==> config.mk <==
export PLATFORM = sky130hd
export DESIGN_NAME = stack_ctrl
export DESIGN_NICKNAME = d
export VERILOG_FILES = /design/src/rtl/stack_pkg.sv /design/src/rtl/stack_status.sv /design/src/rtl/stack_ctrl.sv
export SDC_FILE = /design/constraint.sdc
export NUM_CORES = 1
export LEC_CHECK = 0
export ABC_AREA = 1
export BUFFER_PORTS_ARGS = -buffer_cell sky130_fd_sc_hd__buf_2
export CAP_MARGIN = 20
export CORE_MARGIN = 2
export CORE_UTILIZATION = 50
export DETAILED_ROUTE_END_ITERATION = 10
export GPL_TIMING_DRIVEN = 0
export MAX_ROUTING_LAYER = met4
export PLACE_DENSITY_LB_ADDON = 0.15
export RECOVER_POWER = 25
export REMOVE_ABC_BUFFERS = 1
export SETUP_SLACK_MARGIN = 0.2
export SLEW_MARGIN = 40
export SYNTH_ARGS = -nofsm -noshare
export SYNTH_HDL_FRONTEND = slang
export SYNTH_SLANG_ARGS = --single-unit
==> constraint.sdc <==
create_clock -name CLK -period 2.88 [get_ports CLK]
set_input_delay 0 -clock CLK [delete_from_list [all_inputs] [get_ports CLK]]
set_output_delay 0 -clock CLK [all_outputs]
set_load 0.1 [all_outputs]
==> src/rtl/stack_pkg.sv <==
// Shared definitions for the stack/queue control blocks: op encoding and
// the occupancy-counter width helper.
package stack_pkg;

    // Decoded request per cycle, formed as {PUSH, POP}
    localparam logic [1:0] OP_NOP     = 2'b00;
    localparam logic [1:0] OP_POP     = 2'b01;
    localparam logic [1:0] OP_PUSH    = 2'b10;
    localparam logic [1:0] OP_REPLACE = 2'b11;

    // Ceiling log2; returns 0 for values <= 1
    function automatic int clog2(input int value);
        int r;
        r = 0;
        while ((1 << r) < value) begin
            r = r + 1;
        end
        return r;
    endfunction

    // Width able to hold every occupancy from 0 to depth inclusive
    function automatic int count_width(input int depth);
        return clog2(depth + 1);
    endfunction

endpackage

==> src/rtl/stack_status.sv <==
// Registered occupancy status: full/empty, programmable almost thresholds and
// a high-water mark.  Driven from the next-state count so every flag lines up
// with the registered count in the same cycle.
module stack_status
    import stack_pkg::*;
#(
    parameter int DEPTH = 16,
    localparam int CW = count_width(DEPTH)
) (
    input  logic          clk_i,
    input  logic          rst_ni,
    input  logic          clr_i,
    input  logic [CW-1:0] cnt_d_i,
    input  logic [CW-1:0] af_thresh_i,
    input  logic [CW-1:0] ae_thresh_i,
    output logic          full_o,
    output logic          empty_o,
    output logic          almost_full_o,
    output logic          almost_empty_o,
    output logic [CW-1:0] hwm_o
);

    logic          full_q, empty_q, af_q, ae_q;
    logic          full_d, empty_d, af_d, ae_d;
    logic [CW-1:0] hwm_q, hwm_d;

    // Next-state flags from the next count; clear forces the peak back to zero
    always_comb begin
        full_d  = (cnt_d_i == CW'(DEPTH));
        empty_d = (cnt_d_i == '0);
        af_d    = (cnt_d_i >= af_thresh_i);
        ae_d    = (cnt_d_i <= ae_thresh_i);
        hwm_d   = hwm_q;
        if (clr_i) begin
            hwm_d = '0;
        end else if (cnt_d_i > hwm_q) begin
            hwm_d = cnt_d_i;
        end
    end

    // Status registers; reset state describes an empty stack
    always_ff @(posedge clk_i or negedge rst_ni) begin
        if (!rst_ni) begin
            full_q  <= 1'b0;
            empty_q <= 1'b1;
            af_q    <= 1'b0;
            ae_q    <= 1'b1;
            hwm_q   <= '0;
        end else begin
            full_q  <= full_d;
            empty_q <= empty_d;
            af_q    <= af_d;
            ae_q    <= ae_d;
            hwm_q   <= hwm_d;
        end
    end

    assign full_o         = full_q;
    assign empty_o        = empty_q;
    assign almost_full_o  = af_q;
    assign almost_empty_o = ae_q;
    assign hwm_o          = hwm_q;

endmodule

==> src/rtl/stack_ctrl.sv <==
// Control-path LIFO with a registered show-ahead top, replace-top on
// simultaneous push+pop, occupancy/peak tracking, almost thresholds, sticky
// overflow/underflow flags and a synchronous clear.
//
// The current top lives in top_q; entries below it live in mem[0..DEPTH-2],
// with mem[i] holding entry i.  A push spills the old top into mem[count-1];
// a pop reloads the top from mem[count-2].
//
// Handshake: there is no backpressure.  The consumer reads TOP while it is
// stable, then raises POP for one cycle; TOP shows the next entry after that
// edge.  Requests that cannot be honoured are dropped and flagged sticky.
module stack_ctrl
    import stack_pkg::*;
#(
    parameter int DATA_WIDTH = 8,
    parameter int DEPTH      = 16,
    parameter int AF_THRESH  = DEPTH - 2,
    parameter int AE_THRESH  = 1,
    localparam int CW = count_width(DEPTH)
) (
    input  logic                  CLK,
    input  logic                  RST_N,
    input  logic                  CLR,
    input  logic                  CLR_ERR,
    input  logic                  PUSH,
    input  logic                  POP,
    input  logic [DATA_WIDTH-1:0] DATA_IN,
    output logic [DATA_WIDTH-1:0] TOP,
    output logic [CW-1:0]         COUNT,
    output logic [CW-1:0]         HWM,
    output logic                  FULL,
    output logic                  EMPTY,
    output logic                  ALMOST_FULL,
    output logic                  ALMOST_EMPTY,
    output logic                  OVERFLOW,
    output logic                  UNDERFLOW
);

    localparam int MEM_N = DEPTH - 1;
    localparam int AW    = (clog2(MEM_N) < 1) ? 1 : clog2(MEM_N);

    logic [DATA_WIDTH-1:0] mem [0:MEM_N-1];

    logic [DATA_WIDTH-1:0] top_q, top_d;
    logic [CW-1:0]         count_q, count_d;
    logic                  ovf_q, ovf_d;
    logic                  udf_q, udf_d;

    logic [1:0]            op;
    logic                  is_empty, is_full;
    logic                  mem_we;
    logic [AW-1:0]         mem_waddr;
    logic [AW-1:0]         mem_raddr;

    assign op        = {PUSH, POP};
    assign is_empty  = (count_q == '0);
    assign is_full   = (count_q == CW'(DEPTH));
    assign mem_waddr = AW'(count_q - CW'(1));
    assign mem_raddr = AW'(count_q - CW'(2));

    // Op decode and next-state for count, top and error flags
    always_comb begin
        count_d = count_q;
        top_d   = top_q;
        ovf_d   = ovf_q;
        udf_d   = udf_q;
        mem_we  = 1'b0;

        if (CLR_ERR) begin
            ovf_d = 1'b0;
            udf_d = 1'b0;
        end

        if (CLR) begin
            count_d = '0;
            top_d   = '0;
            ovf_d   = 1'b0;
            udf_d   = 1'b0;
        end else begin
            case (op)
                OP_REPLACE: begin
                    top_d = DATA_IN;
                    if (is_empty) begin
                        // Nothing to replace: the push lands, the pop is an error
                        count_d = CW'(1);
                        udf_d   = 1'b1;
                    end
                end
                OP_PUSH: begin
                    if (is_full) begin
                        ovf_d = 1'b1;
                    end else begin
                        mem_we  = !is_empty;
                        top_d   = DATA_IN;
                        count_d = count_q + CW'(1);
                    end
                end
                OP_POP: begin
                    if (is_empty) begin
                        udf_d = 1'b1;
                    end else begin
                        top_d   = (count_q >= CW'(2)) ? mem[mem_raddr] : '0;
                        count_d = count_q - CW'(1);
                    end
                end
                default: begin
                end
            endcase
        end
    end

    // Storage below the top; contents are don't-care until written
    always_ff @(posedge CLK) begin
        if (mem_we) begin
            mem[mem_waddr] <= top_q;
        end
    end

    // Top, occupancy and sticky error registers
    always_ff @(posedge CLK or negedge RST_N) begin
        if (!RST_N) begin
            top_q   <= '0;
            count_q <= '0;
            ovf_q   <= 1'b0;
            udf_q   <= 1'b0;
        end else begin
            top_q   <= top_d;
            count_q <= count_d;
            ovf_q   <= ovf_d;
            udf_q   <= udf_d;
        end
    end

    stack_status #(
        .DEPTH (DEPTH)
    ) u_status (
        .clk_i          (CLK),
        .rst_ni         (RST_N),
        .clr_i          (CLR),
        .cnt_d_i        (count_d),
        .af_thresh_i    (CW'(AF_THRESH)),
        .ae_thresh_i    (CW'(AE_THRESH)),
        .full_o         (FULL),
        .empty_o        (EMPTY),
        .almost_full_o  (ALMOST_FULL),
        .almost_empty_o (ALMOST_EMPTY),
        .hwm_o          (HWM)
    );

    assign TOP       = top_q;
    assign COUNT     = count_q;
    assign OVERFLOW  = ovf_q;
    assign UNDERFLOW = udf_q;

endmodule
# [After elaboration in Yosys (flattened, before gate mapping)]
# Memory sizes are Yosys's and may differ from the RTL's.
# Cells that the tools add are included.
[word_totals] ramBits=120 mem_count=1 in_bits=14 mem_bits_ro=0 regBits=24 output_inout_bits=24 elab_cells=56 latchBits=0
[classes] reduce_logical=7 eq_ne=7 n_bitwise=0 n_lt_le_gt_ge=4 div_mod_pow=0 n_addsub=3 mul=0 muxes=25 shift=0
[memory_table] name="mem" words=15 width=8 rd=1 rd_ports_with_merged_regs=0 wr=1 line_no="stack_ctrl.sv:42" rtl="logic [DATA_WIDTH-1:0] mem [0:MEM_N-1];"
[ops] cell="8-bit 2-to-1 mux" count=4
[ops] cell="5-bit 2-to-1 mux" count=6
[ops] cell="8-bit one-hot mux with 3 select lines" count=1
[ops] cell="5-bit one-hot mux with 3 select lines" count=1
[ops] cell="1-bit 2-to-1 mux" count=13
[ops] cell="5-bit equality test (second input constant)" count=2
[ops] cell="5-bit zero test" count=2
[ops] cell="3-bit inequality test (second input constant)" count=2
[ops] cell="5-bit by 1-bit adder with 5-bit output (second input constant)" count=1
[ops] cell="5-bit by 2-bit >= comparator with 1-bit output (second input constant)" count=1
[ops] cell="5-bit by 4-bit >= comparator with 1-bit output (second input constant)" count=1
[ops] cell="5-bit > comparator" count=1
[ops] cell="5-bit by 1-bit less-or-equal comparator with 1-bit output (second input constant)" count=1
[ops] cell="5-bit by 1-bit subtractor with 5-bit output (second input constant)" count=1
[ops] cell="2-bit equality test (second input constant)" count=2
[ops] cell="4-bit nonzero test" count=1
[ops] cell="4-bit by 2-bit subtractor with 4-bit output (second input constant)" count=1
[ops] cell="3-bit AND reduction" count=1
[ops] cell="2-bit by 1-bit equality test with 1-bit output (second input constant)" count=1
[ops] cell="2-bit nonzero test" count=1
[ops] cell="2-bit OR reduction" count=1
[ops] cell="1-bit zero test" count=1

# [Logic depth before layout (Yosys ltp)]
[logic_depth] depth_word=7 depth_mapped=20 mapped_depth_nobuf=18

# [By module]
# From an unflattened synthesis, not the netlist that was laid out.
[hier_totals] hier_cells=718 area_unflattened_um2=6960.4
[by_module_without_submodules] module="stack_ctrl" area_per_inst_um2=6212.2 seq_area_each_um2=3978.8 cells_per_inst=627 instances=1
[by_module_without_submodules] module="stack_status" area_per_inst_um2=748.2 seq_area_each_um2=227.7 cells_per_inst=91 instances=1

# [Least setup slack after synthesis]
# Ideal clock, no wire load.
[synth_timing] path_type="register to register" startpoint="register count_q[0] (netlist: COUNT[0])" endpoint="register u_status.hwm_q[1] (netlist: u_status.hwm_o[1])" t_arrival_ns=3.329 setup_slack_ns=-0.573 stages_incl_launch_ff=21 path_cell_list="dfrtp_1 -> buf_4 -> inv_2 -> buf_4 -> buf_4 -> ha_1 -> nand3_4 -> nand2_1 -> inv_2 -> nand2_1 -> nand3_1 -> nand2_2 -> inv_2 -> ha_1 -> nand2_1 -> o21bai_1 -> nand2_1 -> o22ai_1 -> nand2_1 -> nand2_1 -> o21ai_1"
[synth_between] elab_chain_len=6 elab_cells_between_ends=13 cone_classes="add/sub (2); order compare (1); eq/ne (1); mux (7); reduce/logical (2)"
[synth_lines] item="from (decl)" line_no="stack_ctrl.sv:45" rtl="logic [CW-1:0] count_q, count_d;"
[synth_lines] item="from (signal assigned)" line_no="stack_ctrl.sv:128" rtl="count_q <= count_d;"
[synth_lines] item="5-bit by 1-bit subtractor with 5-bit output, or another cell as far along" line_no="stack_ctrl.sv:103" rtl="count_d = count_q - CW'(1);"
[synth_lines] item="5-bit 2-to-1 mux, on equally long branches" line_no="stack_ctrl.sv:99, stack_ctrl.sv:83, stack_ctrl.sv:90"
[synth_lines] item="5-bit one-hot mux with 3 select lines (*)" line_no="stack_ctrl.sv:80" rtl="case (op)"
[synth_lines] item="5-bit 2-to-1 mux (*)" line_no="stack_ctrl.sv:74" rtl="if (CLR) begin"
[synth_lines] item="named net count_d[4]" line_no="stack_ctrl.sv:45"
[synth_lines] item="5-bit > comparator (*)" line_no="stack_status.sv:36" rtl="end else if (cnt_d_i > hwm_q) begin"
[synth_lines] item="2-bit nonzero test (no source line) (*)"
[synth_lines] item="to (signal assigned)" line_no="stack_status.sv:54" rtl="hwm_q <= hwm_d;"
[synth_lines] item="to (decl)" line_no="stack_status.sv:25" rtl="logic [CW-1:0] hwm_q, hwm_d;"
# The timed path passes the listed nets; every way through them passes the cells marked *. The select of a mux whose other input is x is not followed.
# A chain may end at the register's enable or synchronous reset.

# [Worst setup path after layout]
[layout_timing] startpoint="register count_q[0] (netlist: COUNT[0])" endpoint="register u_status.hwm_q[2] (netlist: u_status.hwm_o[2])"
# Same word-level chain as after synthesis.

==> out/qor.yml <==
finish:
  drive_above_1_share_pct: 18.56
  final_common_cell: "nand2_1"
  area_growth_pct: 21.50
  fin_util_pct: 62.60
  mostFrequentLayoutCells: "nand2_1 (234), edfxtp_1 (120), nand3_1 (119), inv_1 (113), buf_2 (36)"
  final_nets: 823
  n_antenna_cell: 0
  finalInstanceArea_um2: 8323
critical_path:
  crit_family: "simple AND/OR/NAND/NOR gates"
  worst_ep_arrival_time_ns: 2.91
  ff2ff_setup_slack_ns: 0.26
  max_stage_delay_ns: 0.44
  required_ns: 3.17
  path_common_cell: "nand2_1"
  rr_startpoint: "COUNT[0]$_DFF_PN0_"
  crit_chain: "buf_16 -> clkinv_16 -> ha_4 -> nand3_4 -> buf_4 -> nand3b_1 -> nand2_1 -> clkinv_1 -> a21oi_4 -> ha_1 -> nand2_1 -> nor3_2 -> o22ai_2 -> nand2_2 -> nand2_1 -> o21ai_1"
  slowest_stage: "dfrtp_4"
  timing.critical_path.from_type: "flip-flop"
  reg2regPathDepth: 16
  critPathMaxFanout: 12
  crit_type: "reg -> reg"
  worst-path-buf-inv: 4
  cp-end-kind: "flip-flop"
  r2r-end: "u_status.hwm_o[2]$_DFFE_PN0P_"
timing:
  setup_viol: 0
  timing.slew.headroom_pct: 12.18
  grt_setup_unrepaired: "no"
  fmax_mhz: 382.0
  hold_viol: 0
  fin_worst_skew_ns: 0.008039
  period_minus_slack_ns: 2.617
  worst_slew_pin_slew_ns: 1.317
  tns_ns: 0
  finalCritPeriodShare_pct: 90.88
  finalMaxSlewViolations: 0
global_route:
  use_met1_pct: 31.91
  grt_pass1_wl_um: 27030
  busiest_layer: "met2"
  met2_usage_pct: 40.38
  grt.total_usage_pct: 25.42
  grt_remaining_overflow: 0
  grt_antenna_before_repair: 0
  grt_pass1_vias: 5168
  grt.met3_usage_pct: 4.464
  grt_max_degree: 32
synth:
  syn_inst: 721
  netlist_area_um2: 6850
  syn_area_per_cell_um2: 9.501
  yosys.cell_types.count: 35
  yosysWarnings: 0
  ys_seq_area_share_pct: 61.41
  yosys_register_bits: 144
min_path:
  hold_class: "in -> reg"
  hold_end: "OVERFLOW$_DFF_PN0_"
  hold_path_depth: 4
  min_from: "POP"
floorplanning:
  dieArea_um2: 14650
  die_w_um: 121.1
  dieHeight_um: 121.1
  row_count: 42
  core_area_um2: 13300
  pin_count: 38
  start_util_pct: 51.52
cts:
  htreeDepth: 4
  cts_buffers: 17
  clock_latency_ns: 0.42
  clk_pin_slew_ns: 0.06
  clock_sinks: 144
  cts_tree: "yes"
  cts-root-buf: "clkbuf_16"
  clockBufferDepth: 2
detailed_routing:
  vias: 5214
  drc: 0
  ant_nets: 0
  dr.pass1.iters: 5
  avgViaCountPerCell: 5.299
  drt_iter0_markers: 425
  drt_wl_total_um: 17040
  wl_per_cell_um: 17.32
pwr:
  p_clk_share_pct: 33.7
  combPwrFrac_pct: 25.9
  p_leak_uw: 0.003819
  vdd_drop_max_mv: 0.6024
  sw_frac_of_total_pct: 33.20
  powerDensity_nw_per_um2: 737.8
  internal_power_uw: 4102
  power_frac_seq_pct: 40.3
  p_sw_uw: 2038
placement:
  gp_congestion: 0.9084
  place_area_um2: 7182
  dp.final_hpwl_um: 9797
  io_buffers: 37
job:
  drv_cap: 0
status:
  outcome: "finished, final reports clean"
[what timing repair did]
action,4_1_cts,5_1_grt
hold buffers,12,0
pin swaps,3,14
resized for setup,22,18
buffers inserted,12,11
endpoints found under the hold margin,35,0
endpoints found under the setup margin,136,5
gates cloned,5,0
[power by group through the flow]
| stage | logic (uW) | clock network [uW] | registers [uW] |
|---|---|---|---|
| after floorplan | 587 | 0 | 2870 |
| after global placement | 1210 | 0 | 2560 |
| after detailed placement | 1270 | 0 | 2540 |
| after CTS | 1480 | 2090 | 2480 |
| after global routing | 1730 | 2180 | 2490 |
| final | 1590 | 2070 | 2480 |
[registers in the layout (all words and copies together) (netlist names)]
signal	flops
COUNT	5
OVERFLOW	1
TOP	8
UNDERFLOW	1
mem	120
u_status.almost_empty_o	1
u_status.almost_full_o	1
u_status.empty_o	1
u_status.full_o	1
u_status.hwm_o	5
[cells in the mapped netlist]
cell / number / area [um2]
o21ai_1: 5 / 25.02
nand2_2: 5 / 31.28
inv_2: 9 / 33.78
nand3_1: 119 / 595.6
a21oi_1: 1 / 5.000
xor2_1: 1 / 8.760
nand2_4: 1 / 11.26
or2_2: 1 / 6.260
o32ai_1: 1 / 8.760
nor2_1: 18 / 67.56
dfstp_2: 2 / 52.55
nor3_2: 3 / 30.03
nor2_4: 3 / 33.78
o21ai_0: 4 / 20.02
buf_4: 3 / 22.52
o22ai_1: 1 / 6.260
a31oi_1: 1 / 6.260
a21oi_2: 1 / 8.760
clkinv_1: 2 / 7.510
bufinv_8: 1 / 17.52
nand3b_1: 1 / 7.510
buf_1: 1 / 3.750
buf_2: 16 / 80.08
edfxtp_1: 120 / 3603
clkbuf_1: 3 / 11.26
nor2_8: 1 / 20.02
nand2_1: 239 / 897.1
dfrtp_1: 22 / 550.5
nand3_2: 3 / 30.03
o21bai_1: 1 / 7.510
nor3_1: 1 / 5.000
buf_6: 1 / 11.26
inv_1: 115 / 431.7
ha_1: 14 / 175.2
nand3_4: 1 / 17.52
[cell families (layout without fill, tap and decap cells)]
kind of cell / after synthesis / count (layout) / share of synthesized area, %
and+or+nand+nor: 396 / 396 / 25.59
AOI/OAI and AO/OA: 15 / 15 / 1.279
buffers and inverters: 151 / 238 / 9.041
DFF: 144 / 144 / 61.41
adders and majority gates: 14 / 14 / 2.557
xor gates and xnor gates: 1 / 1 / 0.1279
[worst register-to-register path, cell delays in order (launching register included)]
cell and delay, ns:
dfrtp_4 0.44, buf_16 0.16, clkinv_16 0.09, ha_4 0.20, nand3_4 0.13, buf_4 0.14, nand3b_1 0.07, nand2_1 0.09
clkinv_1 0.12, a21oi_4 0.20, ha_1 0.28, nand2_1 0.09, nor3_2 0.04, o22ai_2 0.15, nand2_2 0.14, nand2_1 0.10
o21ai_1 0.07
[layout make-up]
type                            instances  area (um2)
Fill cell                            1071        4972
Sequential cell                       144        4215
Multi-Input combinational cell        426        2173
Timing Repair Buffer                   76       600.6
Inverter                              127       533.0
Clock buffer                           19       432.9
Tap cell                              176       220.2
Clock inverter                         13       121.4
Timing Repair inverter                  3       26.28
[metal layers]
layer / wire [um] / vias up
met5: 0 / -
met3: 969 / 48
met4: 683 / 0
met1: 7143 / 2519
met2: 8241 / 181
li1: - / 2466
[worst max path at each step]
stage                     slack [ns]  cells past startpoint               start                             to
after floorplan                -1.97                     17  COUNT[0]$_DFF_PN0_  u_status.hwm_o[1]$_DFFE_PN0P_
after global placement         -2.82                     16  COUNT[0]$_DFF_PN0_  u_status.hwm_o[3]$_DFFE_PN0P_
after detailed placement       -0.84                     18  COUNT[0]$_DFF_PN0_  u_status.hwm_o[3]$_DFFE_PN0P_
after CTS                       0.21                     18  COUNT[1]$_DFF_PN0_  u_status.hwm_o[2]$_DFFE_PN0P_
after global routing            0.14                     16  COUNT[0]$_DFF_PN0_  u_status.hwm_o[2]$_DFFE_PN0P_
final                           0.26                     16  COUNT[0]$_DFF_PN0_  u_status.hwm_o[2]$_DFFE_PN0P_
[stage by stage]
stage          worst slack, ns  hold slack [ns]  total power (uW)  instances
2_1_floorplan           -1.969          -0.2956              3453        697
3_3_place_gp            -2.823         0.004002              3766        910
3_5_place_dp           -0.8395          0.01854              3807        912
4_1_cts                 0.2083          0.03407              6042        973
5_1_grt                 0.1410          0.06931              6388        984
6_report                0.2625          0.04376              6140        984
Note: power is estimated with default switching activity, not from simulation.
